File: src/rtl/core_sequencer.sv
// ---------------------------------------------------------------------------------------------
// core_sequencer
//   Multi-cycle control FSM for the single-issue core. Each instruction walks through
//   FETCH -> DECODE -> EXEC -> [MEM] -> [WB] and then retires. The block owns the program
//   counter, the instruction register and the retired-instruction counter, and traps on
//   illegal opcodes or on instruction/data handshakes that never complete.
//
// Ports
//   clk, rst_n        clock (posedge) and asynchronous active-low reset
//   run               level; when low the FSM parks in IDLE once the current instruction retires
//   imem_req/addr     instruction fetch request, address = pc
//   imem_rdata/ack    fetched instruction and its completion strobe
//   ir                instruction register, drives the registered decoder
//   alu_op            decoder class: 1-10 ALU/ADDI, 11 LW, 12 SW, anything else illegal
//   alu_en            one-cycle execute strobe
//   dmem_req/we/ack   data memory handshake, we=1 for a store
//   rf_we             one-cycle register-file write strobe
//   pc, retired       program counter and retired-instruction count
//   busy              high in every state except IDLE and TRAP
//   trap, trap_cause  sticky trap flag and cause (1 illegal, 2 imem timeout, 3 dmem timeout)
// ---------------------------------------------------------------------------------------------
module core_sequencer #(
    parameter logic [31:0] RESET_PC = 32'h0000_0000,
    parameter logic [7:0]  TIMEOUT  = 8'd255
) (
    input  logic        clk,
    input  logic        rst_n,
    input  logic        run,
    output logic        imem_req,
    output logic [31:0] imem_addr,
    input  logic [31:0] imem_rdata,
    input  logic        imem_ack,
    output logic [31:0] ir,
    input  logic [3:0]  alu_op,
    output logic        alu_en,
    output logic        dmem_req,
    output logic        dmem_we,
    input  logic        dmem_ack,
    output logic        rf_we,
    output logic [31:0] pc,
    output logic [31:0] retired,
    output logic        busy,
    output logic        trap,
    output logic [1:0]  trap_cause
);

    typedef enum logic [2:0] {
        StIdle,
        StFetch,
        StDecode,
        StExec,
        StMem,
        StWb,
        StTrap
    } state_e;

    localparam logic [1:0] CauseIllegal = 2'd1;
    localparam logic [1:0] CauseImem    = 2'd2;
    localparam logic [1:0] CauseDmem    = 2'd3;

    state_e      state_q, state_d;
    logic [31:0] pc_q, pc_d;
    logic [31:0] ir_q, ir_d;
    logic [31:0] retired_q, retired_d;
    logic [1:0]  cause_q, cause_d;
    logic [7:0]  wait_cnt_q, wait_cnt_d;
    logic        is_store_q, is_store_d;

    logic        wait_expired;
    logic        retire;
    logic        op_alu;
    logic        op_mem;

    // The current cycle is the TIMEOUT-th one spent waiting; an ack in this same cycle still wins
    // because the ack branches are tested first below.
    assign wait_expired = ({1'b0, wait_cnt_q} + 9'd1) == {1'b0, TIMEOUT};

    assign op_alu = (alu_op >= 4'd1) && (alu_op <= 4'd10);
    assign op_mem = (alu_op == 4'd11) || (alu_op == 4'd12);

    // State register (all architectural state lives here).
    always_ff @(posedge clk or negedge rst_n) begin
        if (!rst_n) begin
            state_q    <= StIdle;
            pc_q       <= RESET_PC;
            ir_q       <= '0;
            retired_q  <= '0;
            cause_q    <= '0;
            wait_cnt_q <= '0;
            is_store_q <= 1'b0;
        end else begin
            state_q    <= state_d;
            pc_q       <= pc_d;
            ir_q       <= ir_d;
            retired_q  <= retired_d;
            cause_q    <= cause_d;
            wait_cnt_q <= wait_cnt_d;
            is_store_q <= is_store_d;
        end
    end

    // Next-state logic. The wait counter defaults to zero, so it clears on every state entry and
    // only counts up while a handshake is pending.
    always_comb begin
        state_d    = state_q;
        pc_d       = pc_q;
        ir_d       = ir_q;
        retired_d  = retired_q;
        cause_d    = cause_q;
        wait_cnt_d = '0;
        is_store_d = is_store_q;
        retire     = 1'b0;

        unique case (state_q)
            StIdle: begin
                if (run) begin
                    state_d = StFetch;
                end
            end
            StFetch: begin
                if (imem_ack) begin
                    ir_d    = imem_rdata;
                    state_d = StDecode;
                end else if (wait_expired) begin
                    state_d = StTrap;
                    cause_d = CauseImem;
                end else begin
                    wait_cnt_d = wait_cnt_q + 8'd1;
                end
            end
            // One bubble while the decoder registers ir; alu_op is valid in EXEC.
            StDecode: begin
                state_d = StExec;
            end
            StExec: begin
                if (op_alu) begin
                    state_d = StWb;
                end else if (op_mem) begin
                    state_d    = StMem;
                    is_store_d = (alu_op == 4'd12);
                end else begin
                    state_d = StTrap;
                    cause_d = CauseIllegal;
                end
            end
            StMem: begin
                if (dmem_ack) begin
                    if (is_store_q) begin
                        retire = 1'b1;
                    end else begin
                        state_d = StWb;
                    end
                end else if (wait_expired) begin
                    state_d = StTrap;
                    cause_d = CauseDmem;
                end else begin
                    wait_cnt_d = wait_cnt_q + 8'd1;
                end
            end
            StWb: begin
                retire = 1'b1;
            end
            StTrap: begin
                state_d = StTrap;
            end
            default: begin
                state_d = StIdle;
            end
        endcase

        // Retirement is shared by WB and by a completed store.
        if (retire) begin
            pc_d      = pc_q + 32'd4;
            retired_d = retired_q + 32'd1;
            state_d   = run ? StFetch : StIdle;
        end
    end

    // Outputs are purely a function of the current state so that an asynchronous reset drops
    // every request immediately.
    always_comb begin
        imem_req = 1'b0;
        alu_en   = 1'b0;
        dmem_req = 1'b0;
        dmem_we  = 1'b0;
        rf_we    = 1'b0;
        busy     = 1'b1;
        trap     = 1'b0;

        unique case (state_q)
            StIdle: begin
                busy = 1'b0;
            end
            StFetch: begin
                imem_req = 1'b1;
            end
            StDecode: begin
                busy = 1'b1;
            end
            StExec: begin
                alu_en = 1'b1;
            end
            StMem: begin
                dmem_req = 1'b1;
                dmem_we  = is_store_q;
            end
            StWb: begin
                rf_we = 1'b1;
            end
            StTrap: begin
                busy = 1'b0;
                trap = 1'b1;
            end
            default: begin
                busy = 1'b0;
            end
        endcase
    end

    assign imem_addr  = pc_q;
    assign pc         = pc_q;
    assign ir         = ir_q;
    assign retired    = retired_q;
    assign trap_cause = cause_q;

endmodule
File: config.mk
export PLATFORM = sky130hd
export DESIGN_NAME = core_sequencer
export DESIGN_NICKNAME = d
export VERILOG_FILES = /design/src/rtl/core_sequencer.sv
export SDC_FILE = /design/constraint.sdc
export NUM_CORES = 1
export LEC_CHECK = 0
export ABC_AREA = 1
export CAP_MARGIN = 25
export CORE_MARGIN = 1.5
export CORE_UTILIZATION = 52
export CTS_CLUSTER_DIAMETER = 60
export DETAILED_ROUTE_END_ITERATION = 8
export GPL_TIMING_DRIVEN = 0
export PLACE_DENSITY = 0.88
export SYNTH_ARGS = -nofsm -noshare
export SYNTH_HDL_FRONTEND = slang
export SYNTH_SLANG_ARGS = --single-unit
File: constraint.sdc
create_clock -name clk -period 4.1 [get_ports clk]
set_input_delay 0.82 -clock clk [delete_from_list [all_inputs] [get_ports clk]]
set_output_delay 0.82 -clock clk [all_outputs]
set_load 0.01 [all_outputs]
==> results of run 1 <==
## worst min-delay path by stage
stage	slack (ps)	cells after the start	start	endpoint
global route	450	1	rst_n	imem_addr[24]
floorplan	450	1	wait_cnt_q[0]	wait_cnt_q[0]
detailed placement	480	1	wait_cnt_q[0]	wait_cnt_q[0]
global placement	470	1	wait_cnt_q[0]	wait_cnt_q[0]
finish	420	1	rst_n	imem_addr[28]
CTS	440	1	rst_n	imem_addr[22]
## registers in the layout, summed over array words and instances, names as in the netlist
signal / cells
ir: 32
retired: 32
imem_addr: 30
wait_cnt_q: 8
state_q: 3
trap_cause: 2
is_store_q: 1
## routing by layer
layer  up-vias  global-route usage  routed length (um)
li1       2748                   -                   -
met1      2686               0.344                6670
met2       224               0.458                7770
met3        21              0.0421                 894
met4         0              0.0752                 254
met5         -                   0                   0
## area by class of cell
class	count	share of cell area
plain buffers	46	0.0367
clock buffers	10	0.0274
clock inverters	6	0.0163
inverters	59	0.0265
multi-input cells	552	0.337
flip-flops and latches	108	0.324
well taps	143	0.0214
repair buffers	174	0.210
## cells by family after synthesis
logic type               after synthesis  synth area share
AO/OA/AOI/OAI                         32            0.0305
multiplexers                          32            0.0597
other                                  1          0.000621
buffers and inverters                105            0.0875
flip-flops                           108             0.448
adder cells (fa/ha/maj)                4           0.00829
XOR/XNOR                              48            0.0697
AND/OR/NAND/NOR                      432             0.296
## layout by cell type, fill, tap and decap left out, drive strengths merged, types with 19 or more instances in the layout
cell type	count
nor2	96
buf	42
nand2	251
nand3	35
inv	59
xor2	29
o21ai	21
clkdlybuf4s50	172
mux2	32
nor3	31
xnor2	19
dfrtp	108
## power groups by stage
stage	combinational [uW]	clock (uW)	sequential, uW
2_1_floorplan	664	0	1680
3_3_place_gp	1580	0	1580
3_5_place_dp	1620	0	1610
4_1_cts	1640	1060	1600
5_1_grt	1740	1120	1640
6_report	1620	1050	1600
## through the flow
stage          setup WS (ps)  cells  instance area, um^2
5_1_grt                 1380   1098                 8350
3_5_place_dp            1390   1082                 7980
6_report                1500   1098                 8350
4_1_cts                 1500   1098                 8350
2_1_floorplan           2200    765                 6050
3_3_place_gp           -1840   1081                 7960
==> out/results.tsv, run 1 <==
metric	value	unit
GPL Wtd Cong	0.948	
antenna cells	0	
library cells used by synthesis	29	
Final Hold Violating Endpoints	0	
RSZ-0062 raised after global routing	no	
Max transition margin	0.592	
Post-synth EDFFs	0	
most used cell, CP	nor2_1	
CP Launch Point	state_q[1]	
share of layout cells above drive strength 1	0.106	
largest net degree at the start of global routing	76	
Num Clock Sinks	108	
Final Max Tran Viols	0	
power density cells	512	nW/um^2
port bufs	173	
top cell type's share of synthesized area	0.448	
P_leak	0.00377	uW
final hold slack	421	ps
final setup violation count	0	
origin of the critical flop-to-flop path	state_q[1]	
Horiz. Die Dim	111	um
Yosys top cell by area	dfrtp_1	
Syn Area/Cell	7.92	um^2
most frequent cells after synthesis	249 x nand2_1, 108 x dfrtp_1, 91 x nor2_1, 56 x inv_1, 35 x nand3_1	
post_cts resized	0	
Final min period	2600	ps
final wirelength	15600	um
R2R Setup Slk	2200	ps
Main synth FF type	dfrtp_1	
area of the die	12300	um^2
WP buf/inv	1	
sw power	1380	uW
Post-CTS Setup Inserts	0	
core area	11400	um^2
H-Tree Depth	3	
Top delay family on crit path	buffers and inverters	
max frequency	384	MHz
multi-input logic area	2820	um^2
DR WL/cell	14.2	um
DRC Markers	0	
crit path to	dmem_we	
grt total ovfl	0	
TritonRoute pass-1 iters	5	
initial antenna violation count	0	
Slowest-stage cell, CP	clkdlybuf4s50_1	
Util after Layout	0.734	
sequential power share	0.374	
vias in the first global route	5504	
Ys Warns	0	
Starting DRT DRC Count	253	
Reg area	2700	um^2
Syn Std Cell Area	6040	um^2
Hold WC Path Type	input port to asynchronous set/reset pin	
Die Span Y	111	um
Worst-path clk slew	70	ps
Logic pwr share	0.379	
Vias/cell	5.17	
post-synthesis sequential area ratio	0.448	
Root Driver	clkbuf_16	
TritonCTS Buffers	9	
Cell Rows	39	
Stages on worst setup path	4	
# IOs	178	
Synth async-reset ratio	1.00	
Cells after Synth	762	
CTS tree	yes	
clk_skew	5.86	ps
reg-to-reg endpoint	retired[19]	
Slowest Stage Delay on Critical Path	550	ps
internal power	2890	uW
Max Root-Sink Buffers	2	
count leader, synth	nand2_1	
worst path cell trace	nor2_1 -> nand2_1 -> nor2_1 -> clkdlybuf4s50_1	
worst path required time	3280	ps
#FFs+latches synth	108	
clock power share	0.247	
fillers	862	
worst-path maximum fanout	6	
worst slew pin tran	608	ps
critical path class	flip-flop to output port	
post-route ant nets	0	
hold_buf cts	0	
crit start category	flip-flop	
later-pin clock latency in the skew report	350	ps
status	complete, no violations	
effective utilization at floorplan	0.531	
global-route wire length before repair	26400	um
element type at the critical path end	output port	
Worst EP arrival	1780	ps
Max-Cap Viols	0	
Total Routing Usage GR	0.264	
Synth area leaders	dfrtp_1 45%, nand2_1 15%, mux2_2 6.0%	
layout net count	995	
Sw Share	0.323	
cells on worst reg2reg path	9	
area delta synth->final	38.3	%
Fin Setup TNS	0	ps
Pwr Total	4280	uW
Vias	5679	
detailed placer's ending HPWL	11700	um
Max IR drop VDD	407	uV
period utilisation layout	0.635	
(Power assumes the default switching activity.)
==> inputs of run 2 (changes only) <==
--- a/config.mk
+++ b/config.mk
@@ -8,11 +8,11 @@
 export ABC_AREA = 1
 export CAP_MARGIN = 25
 export CORE_MARGIN = 1.5
-export CORE_UTILIZATION = 52
+export CORE_UTILIZATION = 43
 export CTS_CLUSTER_DIAMETER = 60
 export DETAILED_ROUTE_END_ITERATION = 8
 export GPL_TIMING_DRIVEN = 0
-export PLACE_DENSITY = 0.88
+export PLACE_DENSITY = 0.78
 export SYNTH_ARGS = -nofsm -noshare
 export SYNTH_HDL_FRONTEND = slang
 export SYNTH_SLANG_ARGS = --single-unit
==> constraint.sdc (replaced) <==
create_clock -name clk -period 2.1 [get_ports clk]
set_input_delay 0.42 -clock clk [delete_from_list [all_inputs] [get_ports clk]]
set_output_delay 0.42 -clock clk [all_outputs]
set_load 0.01 [all_outputs]
==> run 2 against run 1 <==
Sequential share of layout area is 0.086 points lower; clock skew is essentially flat; critical endpoint is now pc[2]; sequential power rose by 94%; critical path depth down 2; core utilization fell by 13 points.
==> out/results.tsv, run 2 (synthesis gave the netlist of run 1 again) <==
metric	value	unit	change
Worst-path clk slew	70	ps	about the same
Fin Setup TNS	0	ps	unchanged
TritonCTS Buffers	9		unchanged
DRC Markers	0		unchanged
CTS tree	yes		
Total Routing Usage GR	0.215		-0.0497
Max-Cap Viols	0		unchanged
Root Driver	clkbuf_16		
RSZ-0062 raised after global routing	no		
Worst EP arrival	1570	ps	-210 ps
crit path to	pc[2]		
Util after Layout	0.608		-0.126
later-pin clock latency in the skew report	350	ps	about the same
Slowest-stage cell, CP	dfrtp_1		
reg-to-reg endpoint	retired[31]		
worst path required time	1680	ps	-1600 ps
H-Tree Depth	3		unchanged
cells on worst reg2reg path	9		unchanged
Final Max Tran Viols	0		unchanged
core area	13800	um^2	+21%
non-filler cells, final	1138		+3.6%
final wirelength	15400	um	-1.2%
period utilisation layout	0.949		
Cell Rows	43		+10%
GPL Wtd Cong	0.903		-4.8%
worst path cell trace	buf_4 -> clkdlybuf4s50_1		
# IOs	178		unchanged
vias in the first global route	5165		-6.2%
layout net count	998		+0.30%
Hold WC Path Type	input port to asynchronous set/reset pin		
clk_skew	5.65	ps	-0.215 ps
Cell Area, Placed	8030	um^2	+0.58%
TritonRoute pass-1 iters	4		-1
area delta synth->final	38.8	%	
worst-path maximum fanout	8		+2
crit start category	flip-flop		
detailed placer's ending HPWL	11800	um	+0.86%
Vias/cell	4.89		-5.5%
max frequency	502	MHz	
post-route ant nets	0		unchanged
grt total ovfl	0		unchanged
Final min period	1990	ps	
worst slew pin tran	674	ps	+66.2 ps
R2R Setup Slk	250	ps	-1950 ps
most common cell after layout, fill and taps aside	nand2_1		
initial antenna violation count	0		unchanged
Slowest Stage Delay on Critical Path	530	ps	-20 ps
DR WL/cell	13.5	um	-4.6%
fillers	1228		+42%
Starting DRT DRC Count	258		+2.0%
critical path class	flip-flop to output port		
Max transition margin	0.547		-0.0449
largest net degree at the start of global routing	67		-12%
Final Hold Violating Endpoints	0		unchanged
share of layout cells above drive strength 1	0.114		+0.00802
Horiz. Die Dim	121	um	+9.7%
Cells after DPL	1119		+3.4%
area of the die	14800	um^2	+20%
P_leak	0.00380	uW	+0.68%
Design Area, Final	8380	um^2	+0.36%
Max IR drop VDD	472	uV	+16%
Max Root-Sink Buffers	2		unchanged
most frequent cells in the layout	248 x nand2_1, 166 x clkdlybuf4s50_1, 106 x dfrtp_1		
power density cells	955	nW/um^2	+86%
Pwr Total	8000	uW	+87%
port bufs	173		unchanged
Die Span Y	121	um	+9.7%
element type at the critical path end	output port		
Vias	5562		-2.1%
antenna cells	0		unchanged
final setup violation count	0		unchanged
origin of the critical flop-to-flop path	retired[9]		
CP Launch Point	imem_addr[2]		
global-route wire length before repair	24800	um	-5.9%
effective utilization at floorplan	0.438		-0.0926
Num Clock Sinks	108		unchanged
status	complete, no violations		
run 2: cell count changes in the layout (fill, tap and decap cells not counted), moves of 2 or more:
cell | previous run | this run
inv_6 | 0 | 2
dfrtp_2 | 0 | 2
dlymetal6s2s_1 | 0 | 2
clkdlybuf4s50_1 | 172 | 166
buf_4 | 35 | 38
dlygate4sd2_1 | 0 | 4
bufinv_16 | 4 | 1
nor2_4 | 0 | 2
clkinvlp_4 | 1 | 3
dfrtp_1 | 108 | 106
run 2: stage by stage:
step	hold WS [ps]	setup slack, ps
2_1_floorplan	124	517
3_3_place_gp	457	-3620
3_5_place_dp	465	-215
4_1_cts	84.5	3.49
5_1_grt	117	27.5
6_report	77.7	108
run 2: what timing repair did:
action,CTS,global route
endpoints found under the hold margin,0,0
setup buffers,0,3
endpoints found under the setup margin,6,4
gates resized for setup,7,5
hold buffers,0,0
pin swaps,0,1
run 2: final cells by class:
cell class                      instances  area, um^2  share of cell area
Clock inverter                          6        70.1             0.00836
Inverter                               59         221              0.0264
Buffer                                 46         307              0.0366
Tap cell                              180         225              0.0269
Timing Repair Buffer                  177        1780               0.212
Multi-Input combinational cell        552        2830               0.338
Clock buffer                           10         239              0.0285
Sequential cell                       108        2710               0.323
run 2: routing by layer:
metal | GRT usage | wire [um] | vias up
met5 | 0 | 0 | -
met3 | 0.0338 | 1020 | 24
li1 | - | - | 2767
met4 | 0.0868 | 335 | 0
met2 | 0.356 | 7280 | 182
met1 | 0.280 | 6780 | 2589
run 2: worst min path at each step:
stage	start	endpoint	slack, ps	cells after the start
floorplan	rst_n	imem_addr[10]	120	0
global placement	trap_cause[1]	trap_cause[1]	460	2
detailed placement	rst_n	imem_addr[22]	460	1
CTS	rst_n	imem_addr[22]	80	1
global route	rst_n	imem_addr[26]	120	1
finish	rst_n	imem_addr[28]	80	1
run 2: critical path: cells and delay by family, from the launching register on:
kind | cells | cell delay, ps
buffers and inverters | 2 | 690
DFF | 1 | 530
run 2: report_power, final:
part	total [uW]	switching, uW	internal [uW]
logic	3140	1390	1750
registers	3100	487	2610
clock network	1760	797	966
